### src/rtl/fib_pkg.sv
// Shared definitions for the Fibonacci number path: FSM states, data width
// and a Fibonacci helper used for generator seeds and bench expectations.
package fib_pkg;

    localparam int FIB_W = 32;

    typedef enum logic [1:0] {
        IDLE,
        FETCH,
        COMPARE,
        DONE
    } state_t;

    // F(0)=0, F(1)=1, F(2)=1, ...; exact in 32 bits for n <= 47
    function automatic logic [FIB_W-1:0] fibValue(input int n);
        logic [FIB_W-1:0] a;
        logic [FIB_W-1:0] b;
        logic [FIB_W-1:0] t;
        a = '0;
        b = FIB_W'(1);
        for (int i = 0; i < n; i++) begin
            t = a + b;
            a = b;
            b = t;
        end
        return a;
    endfunction

endpackage

### src/rtl/fib_weight_gen.sv
// Downward Fibonacci stepper: after load the current weight is F(NBITS+1),
// and each step moves one index down the sequence.
module fib_weight_gen
    import fib_pkg::*;
#(
    parameter logic [FIB_W-1:0] SEED_A = 32'd0,
    parameter logic [FIB_W-1:0] SEED_B = 32'd1
) (
    input  logic             clk,
    input  logic             rst,
    input  logic             i_load,
    input  logic             i_step,
    output logic [FIB_W-1:0] o_weight
);

    logic [FIB_W-1:0] r_a;
    logic [FIB_W-1:0] r_b;

    // Pair (a, b) = (F(k), F(k+1)); the weight in use is b - a = F(k-1)
    always_ff @(posedge clk or posedge rst) begin
        if (rst) begin
            r_a <= '0;
            r_b <= '0;
        end else if (i_load) begin
            r_a <= SEED_A;
            r_b <= SEED_B;
        end else if (i_step) begin
            r_a <= r_b - r_a;
            r_b <= r_a;
        end
    end

    assign o_weight = r_b - r_a;

endmodule

### src/rtl/binary_fibonacci.sv
// Binary to Zeckendorf encoder using a greedy top-digit-first sequencer.
// Define FIB_INTERNAL_GEN_EN to generate weights locally instead of reading the ROM.
module binary_fibonacci
    import fib_pkg::*;
#(
    parameter int NBITS = 32
) (
    input  logic             clk,
    input  logic             rst,
    input  logic             en_convert,
    input  logic [FIB_W-1:0] input_b,
    output logic [5:0]       fib_addr,
    input  logic [FIB_W-1:0] fib_data,
    output logic             busy,
    output logic             convert_done,
    output logic [NBITS-1:0] f_out,
    output logic             overflow
);

    localparam logic [5:0] TOP_IDX = 6'(NBITS - 1);

    state_t           r_state;
    logic [FIB_W-1:0] r_rem;
    logic [NBITS-1:0] r_work;
    logic [5:0]       r_idx;
    logic             r_prevSet;
    logic             r_ovf;
    logic [5:0]       r_fibAddr;
    logic             r_busy;
    logic             r_done;
    logic [NBITS-1:0] r_fOut;
    logic             r_overflow;

    logic [FIB_W-1:0] w_weight;
    logic             w_take;
    logic [NBITS-1:0] w_digitMask;
    logic             w_finalOvf;

`ifdef FIB_INTERNAL_GEN_EN
    logic w_unusedRom;

    assign w_unusedRom = ^fib_data;

    fib_weight_gen #(
        .SEED_A(fibValue(NBITS + 2)),
        .SEED_B(fibValue(NBITS + 3))
    ) u_weightGen (
        .clk     (clk),
        .rst     (rst),
        .i_load  (r_state == IDLE && en_convert),
        .i_step  (r_state == COMPARE),
        .o_weight(w_weight)
    );
`else
    assign w_weight = fib_data;
`endif

    assign w_take      = (r_rem >= w_weight);
    assign w_digitMask = NBITS'(1) << r_idx;
    assign w_finalOvf  = r_ovf || (r_rem != '0);

    // Sequencer; r_prevSet remembers whether digit idx+1 was set, so two
    // adjacent ones flag an input too large for NBITS digits
    always_ff @(posedge clk or posedge rst) begin
        if (rst) begin
            r_state    <= IDLE;
            r_rem      <= '0;
            r_work     <= '0;
            r_idx      <= '0;
            r_prevSet  <= 1'b0;
            r_ovf      <= 1'b0;
            r_fibAddr  <= '0;
            r_busy     <= 1'b0;
            r_done     <= 1'b0;
            r_fOut     <= '0;
            r_overflow <= 1'b0;
        end else begin
            r_done <= 1'b0;
            case (r_state)
                IDLE: begin
                    r_fibAddr <= '0;
                    r_busy    <= en_convert;
                    if (en_convert) begin
                        r_rem     <= input_b;
                        r_work    <= '0;
                        r_idx     <= TOP_IDX;
                        r_prevSet <= 1'b0;
                        r_ovf     <= 1'b0;
`ifdef FIB_INTERNAL_GEN_EN
                        r_state   <= COMPARE;
`else
                        r_state   <= FETCH;
                        r_fibAddr <= TOP_IDX;
`endif
                    end
                end
                FETCH: begin
                    r_state <= COMPARE;
                end
                COMPARE: begin
                    r_prevSet <= w_take;
                    if (w_take) begin
                        r_rem  <= r_rem - w_weight;
                        r_work <= r_work | w_digitMask;
                        if (r_prevSet) begin
                            r_ovf <= 1'b1;
                        end
                    end
                    if (r_idx == '0) begin
                        r_state   <= DONE;
                        r_fibAddr <= '0;
                    end else begin
                        r_idx <= r_idx - 6'd1;
`ifdef FIB_INTERNAL_GEN_EN
                        r_state <= COMPARE;
`else
                        r_state   <= FETCH;
                        r_fibAddr <= r_idx - 6'd1;
`endif
                    end
                end
                DONE: begin
                    r_done     <= 1'b1;
                    r_busy     <= 1'b1;
                    r_fibAddr  <= '0;
                    r_overflow <= w_finalOvf;
                    r_fOut     <= w_finalOvf ? '0 : r_work;
                    r_state    <= IDLE;
                end
                default: begin
                    r_state <= IDLE;
                end
            endcase
        end
    end

    assign fib_addr     = r_fibAddr;
    assign busy         = r_busy;
    assign convert_done = r_done;
    assign f_out        = r_fOut;
    assign overflow     = r_overflow;

endmodule

### config.mk
export PLATFORM = sky130hd
export DESIGN_NAME = binary_fibonacci
export DESIGN_NICKNAME = d
export VERILOG_FILES = /design/src/rtl/fib_pkg.sv /design/src/rtl/fib_weight_gen.sv /design/src/rtl/binary_fibonacci.sv
export SDC_FILE = /design/constraint.sdc
export NUM_CORES = 1
export LEC_CHECK = 0
export BUFFER_PORTS_ARGS = -buffer_cell sky130_fd_sc_hd__buf_2
export CORE_MARGIN = 4
export CORE_UTILIZATION = 40
export CTS_CLUSTER_SIZE = 40
export DETAILED_ROUTE_END_ITERATION = 10
export SYNTH_ARGS = -nofsm -noshare
export SYNTH_HDL_FRONTEND = slang
export SYNTH_SLANG_ARGS = --single-unit
### constraint.sdc
create_clock -name clk -period 5.21 [get_ports clk]
set_clock_uncertainty 0.15 [all_clocks]
set_input_delay 1.563 -clock clk [delete_from_list [all_inputs] [get_ports clk]]
set_output_delay 1.563 -clock clk [all_outputs]
set_load 0.05 [all_outputs]
# After elaboration in Yosys (flattened, before gate mapping)
# Cells that the tools add are included.
[word_totals] register_bits=115 input_bits=67 output_inout_bits=41 wordCells=57
[op_classes] addsub=2 magnitude_cmp=1 n_eq_ne=7 shift=1 muxes=23 n_bitwise=1 reduce_logical=11
[op_table] op="32-bit 2-to-1 mux" count=5
[op_table] op="32-bit one-hot mux with 2 select lines" count=2
[op_table] op="32-bit >= comparator" count=1
[op_table] op="32-bit OR" count=1
[op_table] op="32-bit nonzero test" count=1
[op_table] op="1-bit by 6-bit left shift with 32-bit output (first input constant)" count=1
[op_table] op="32-bit subtractor" count=1
[op_table] op="6-bit 2-to-1 mux" count=3
[op_table] op="6-bit one-hot mux with 3 select lines" count=1
[op_table] op="6-bit one-hot mux with 2 select lines" count=1
[op_table] op="2-bit inequality test (second input constant)" count=4
[op_table] op="2-bit one-hot mux with 4 select lines" count=1
[op_table] op="6-bit logical NOT" count=1
[op_table] op="1-bit one-hot mux with 2 select lines" count=3
[op_table] op="3-bit AND reduction" count=2
[op_table] op="6-bit by 1-bit subtractor with 6-bit output (second input constant)" count=1
[op_table] op="5-bit 2-to-1 mux" count=1
[op_table] op="2-bit == test (second input constant)" count=2
[op_table] op="1-bit 2-to-1 mux" count=4
[op_table] op="2-bit 2-to-1 mux" count=2
[op_table] op="4-bit AND reduction" count=1
[op_table] op="2-bit nonzero test" count=2
[op_table] op="3-bit nonzero test" count=1
[op_table] op="2-bit by 1-bit == test with 1-bit output (second input constant)" count=1
[op_table] op="3 further kinds" count=3

# Logic depth before layout (Yosys ltp)
[logic_depth] word_depth=4 ltp_mapped=14 mapped_depth_nobuf=13

# Worst setup path after synthesis
# No wires, ideal clock.
[synth_path] path_type="in2reg" from="input port fib_data[0]" to="register r_rem[26]" setup_ns=0.099 t_arrival_ns=4.052 required_time_ns=4.961 path_slack_ns=0.908 stages=12 n_path_buf=0 cell_sequence="ha_1 > inv_1 > fa_1 > a21o_1 > a221o_1 > a221oi_4 > o211ai_2 > a21boi_2 > o31ai_2 > a311oi_2 > xor2_1 > a311oi_1"
[synth_via] elab_chain_cells=3 elab_cells_between_ends=6 cone_classes="add/sub: 1; order compare: 1; eq/ne: 1; mux: 2; reduce/logical: 1"
[synth_lines] item="start, declared" line="binary_fibonacci.sv:13" text="input logic [FIB_W-1:0] fib_data,"
[synth_lines] item="32-bit subtractor / 32-bit >= comparator (equally long branches)" line="binary_fibonacci.sv:103, binary_fibonacci.sv:58"
[synth_lines] item="32-bit 2-to-1 mux / 2-bit inequality test (equally long branches)"
[synth_lines] item="32-bit one-hot mux with 2 select lines / 3-bit AND reduction (equally long branches)"
[synth_lines] item="end signal, assigned" line="binary_fibonacci.sv:84" text="r_rem <= input_b;"
[synth_lines] item="end signal, assigned" line="binary_fibonacci.sv:103" text="r_rem <= r_rem - w_weight;"
[synth_lines] item="end, declared" line="binary_fibonacci.sv:23" text="logic [FIB_W-1:0] r_rem;"
# Several ways; a longest one is shown, not always the timed one. The select of a mux whose other input is x is not followed.
# A chain may end at the register's enable or synchronous reset.

# Worst setup path after layout
[layout_path] from="input port fib_data[0]" to="register r_rem[20]"
# The elaborated chain is that of the path after synthesis.

==> results.txt <==
* Run status: complete, no violations
- Placement row count: 47
- Critical path arrival: 4.42 ns
- Count of pins on the block boundary: 108
- Final Max Slew Viols: 0
- Across the run, the number of max-cap violations was 0.
- Summed over all nets, the switching power comes to 0.00214 W.
- Antenna cells: 0
- The later pin in the worst-skew pair is clocked with a latency of 0.42 ns.
- The floorplan step defined a die boundary enclosing 19,300 um^2.
- For this design the ratio of total power to cell area is roughly 600 nW/um^2.
* Logic gate share of total power: 49.6%
- HPWL after DPL: 12,600 um
- After detailed routing, the number of vias per cell comes to 5.19.
- The via count of the first global-routing pass was between 5,000 and 6,000.
- Of all nets on the critical path, the largest fanout is 47.
- TritonCTS built the clock tree.
- Effective utilization at floorplan: 41.1%
- The share of the Yosys chip area taken by registers is 41.9%.
- Post-cts sizing count: 0
- Cells taking the most area after synthesis: dfrtp_1, ha_1, a21oi_1
* Fin util: around half
- At the worst endpoint, the required time is 5.35 ns.
- The tree built by TritonCTS fans out to 115 sinks.
- Cells with a size suffix above 1 make up 17.9% of the layout.
* Post-DRT Antenna Nets: 0
- Type of element launching the critical path: input pin
- The total area inside the core boundary comes to 16,700 um^2.
* Worst max-slew margin expressed relative to the limit: between 20% and 30%
* Maximum achievable frequency: 0.234 GHz
* Cell area after synthesis: 6860 um^2
- Cell count after synthesis: 790
* Final period demand of the worst path: between 4 and 5 ns
- The number of hold-slack violations in the final timing report came to 0.
* Type of destination of the critical path: flip-flop
- In the routed design, unresolved DRC markers number 0.
- Synth top area share: 41.9%
* Tightest Hold Check Type: reg -> reg
* Share of total power in sequential cells: 26.4%
* Most used DFF post-synth: dfrtp_1
- Number of buffers inserted during clock tree synthesis: 17
- The initial antenna violation count came to 1.
- Number of nets in the layout: 990
* Most common cell after layout, fill and taps aside: dfrtp_1
- Setup repair after global routing missed its margin: no
* Count of port buffers added during placement: 107
- The die is 139 um tall.
- Final Wtd Congestion: 0.870
* Clock network power share: 24.0%
- Warning count from the yosys run: 0
- Internal Pwr Total: about 0.0027 W
- The routed layout has around 5,800 vias.
- Of all cell types, the one taking the most synthesized area is dfrtp_1.
- Of the total power, the share spent switching nets is 43.9%.
* Final critical-path share of the clock period: 82.2%
* Placed Cells incl. Taps: 1,081
- Post-synth EDFFs: 0
- After detailed routing, the average wire length per cell comes to 15.8 um.
- Distinct cells, synth: 60
- Excluding fillers, the count of instances in the completed layout stands at 1,113.
* Clock-pin slew on the worst setup and hold paths: 0.06 ns
- Number of buffers inserted for hold repair after clock tree synthesis: 0
* Max IR drop VDD: 0.430 mV
* Number of detailed-route iterations in the first pass: 5
- The worst setup path is of the in -> reg kind.
* Maximum number of pins on one net before global-route repair: between 60 and 70
* Grt met2 use: 28.5%
- The floorplan step set the die width to 139 um.
- The number of nets handed over by synthesis was 900.
- Total grt overflow: 0
- GR met3 Demand/Resource: 3.97%
* Asr flop ratio synth: 100%
- GR Util met1: between 20% and 30%
- Commonest cells after routing, fill and taps aside: dfrtp_1, buf_2, nor2_1, inv_1, nand2_1
* Number of post-CTS setup repair buffers: 0
- Maximum clock insertion buffer count: 2
- The area growth from synthesis to layout is 19.1%.
* Static leakage: 3.88 nW
- The H-tree generated during clock tree synthesis spans 4 levels.
- The first global-routing pass estimated between 20,000 and 30,000 um of wire.
- Clock tree root driver cell: clkbuf_16
* Number of synthesized register bits: 115
* Most Used Layer, Global Route: met2
- Final hold analysis gives a worst-case slack of ~0.33 ns.
- Final WL: 17,600 um
* Total global-route track usage: 18.6%
* Post-Syn Area per Cell: between 8 and 9 um^2
* Final setup violation count: 0
* Power, Total: 0.00488 W
- First DRT Iteration DRCs: 289
- For the pin with the worst max-slew slack, the measured transition is around 1.2 ns.
- Total Neg Setup Slack: 0 ns
-- Yosys cell counts (2+ instances only) --
master,count
o21a_1,9
o31ai_1,3
nor4b_1,2
mux2_1,5
nand2b_1,3
o31a_1,3
nor2b_1,5
a21oi_1,66
o21ai_1,5
or4_1,3
a31oi_1,37
nor3_1,11
xor2_1,12
nand3b_1,3
buf_2,4
clkbuf_1,35
a311oi_1,3
xnor2_1,16
ha_1,42
nand4_1,4
buf_1,3
o2111ai_1,2
nand2_1,75
inv_1,82
dfrtp_1,115
and2_1,2
nor2_1,88
a41oi_1,3
nor4_1,10
o21bai_1,7
a22oi_1,4
nand3_1,10
and3_1,6
a21o_1,6
a31o_2,2
mux2i_1,23
a311oi_2,2
o21ai_0,54
a211oi_1,4
-- worst max-delay path, cell delays in order --
cell      delay (ns)
buf_2           0.08
ha_1            0.16
inv_1           0.06
fa_1            0.39
a21o_1          0.19
a221o_1         0.38
a221oi_4        0.48
nand3_1         0.17
nand3_2         0.13
a31oi_4         0.10
buf_4           0.32
mux2_1          0.37
-- metal layers --
metal  vias to the layer above  share of wire, %  routed length, um
li1                       2941                 -                  -
met1                      2673                49               8690
met5                         -             0.085                 15
met4                         2               1.6                279
met3                        24               4.4                765
met2                       135                45               7830
-- state kept, by name, indices dropped and copies added, names as in the netlist --
| name | cells |
|---|---|
| r_work | 32 |
| r_idx | 6 |
| overflow | 1 |
| convert_done | 1 |
| f_out | 32 |
| r_state | 2 |
| r_ovf | 1 |
| r_rem | 32 |
| r_prevSet | 1 |
| busy | 1 |
| fib_addr | 6 |
-- power groups by stage --
stage,registers (W),logic [W],clock network (W)
6_report,0.00129,0.00242,0.00117
5_1_grt,0.00132,0.00272,0.00123
2_1_floorplan,0.00133,0.00184,0
4_1_cts,0.00129,0.00243,0.00119
3_3_place_gp,0.00130,0.00241,0
3_5_place_dp,0.00130,0.00242,0
-- per-stage QoR --
stage          area, um^2  setup slack (ns)
5_1_grt              8170             0.764
3_3_place_gp         7580             0.546
4_1_cts              8170             0.931
3_5_place_dp         7580             0.495
6_report             8170             0.929
2_1_floorplan        6860             0.453
-- worst paths after layout --
| check | start | slack [ns] | depth (start not counted) | to |
|---|---|---|---|---|
| max reg2reg | r_rem[0] | 1.67 | 12 | r_rem[20] |
| max in group asynchronous | rst | 2.97 | 3 | r_idx[1] |
| max | fib_data[0] | 0.93 | 12 | r_rem[20] |
| min | r_work[23] | 0.33 | 2 | f_out[23] |
| min in group asynchronous | rst | 1.17 | 2 | f_out[26] |
| min reg2reg | r_work[23] | 0.33 | 2 | f_out[23] |
-- layout make-up --
type	instances	area, um^2
inverters	82	310
fillers	1663	8530
repair buffers	113	593
clock buffers	19	443
well taps	220	275
flip-flops and latches	115	2880
multi-input cells	551	3520
clock inverters	13	149
-- cell families (layout without fill, tap and decap cells) --
group,Yosys count,in the layout,share of synthesized area [%]
AND/OR/NAND/NOR,229,229,15.0
AO/OA/AOI/OAI,222,222,20.4
buffers and inverters,124,227,6.85
flip-flops,115,115,41.9
adder cells (fa/ha/maj),43,43,7.95
multiplexers,29,29,4.34
XOR/XNOR,28,28,3.57
No activity file was read; power rests on OpenSTA's default activity.
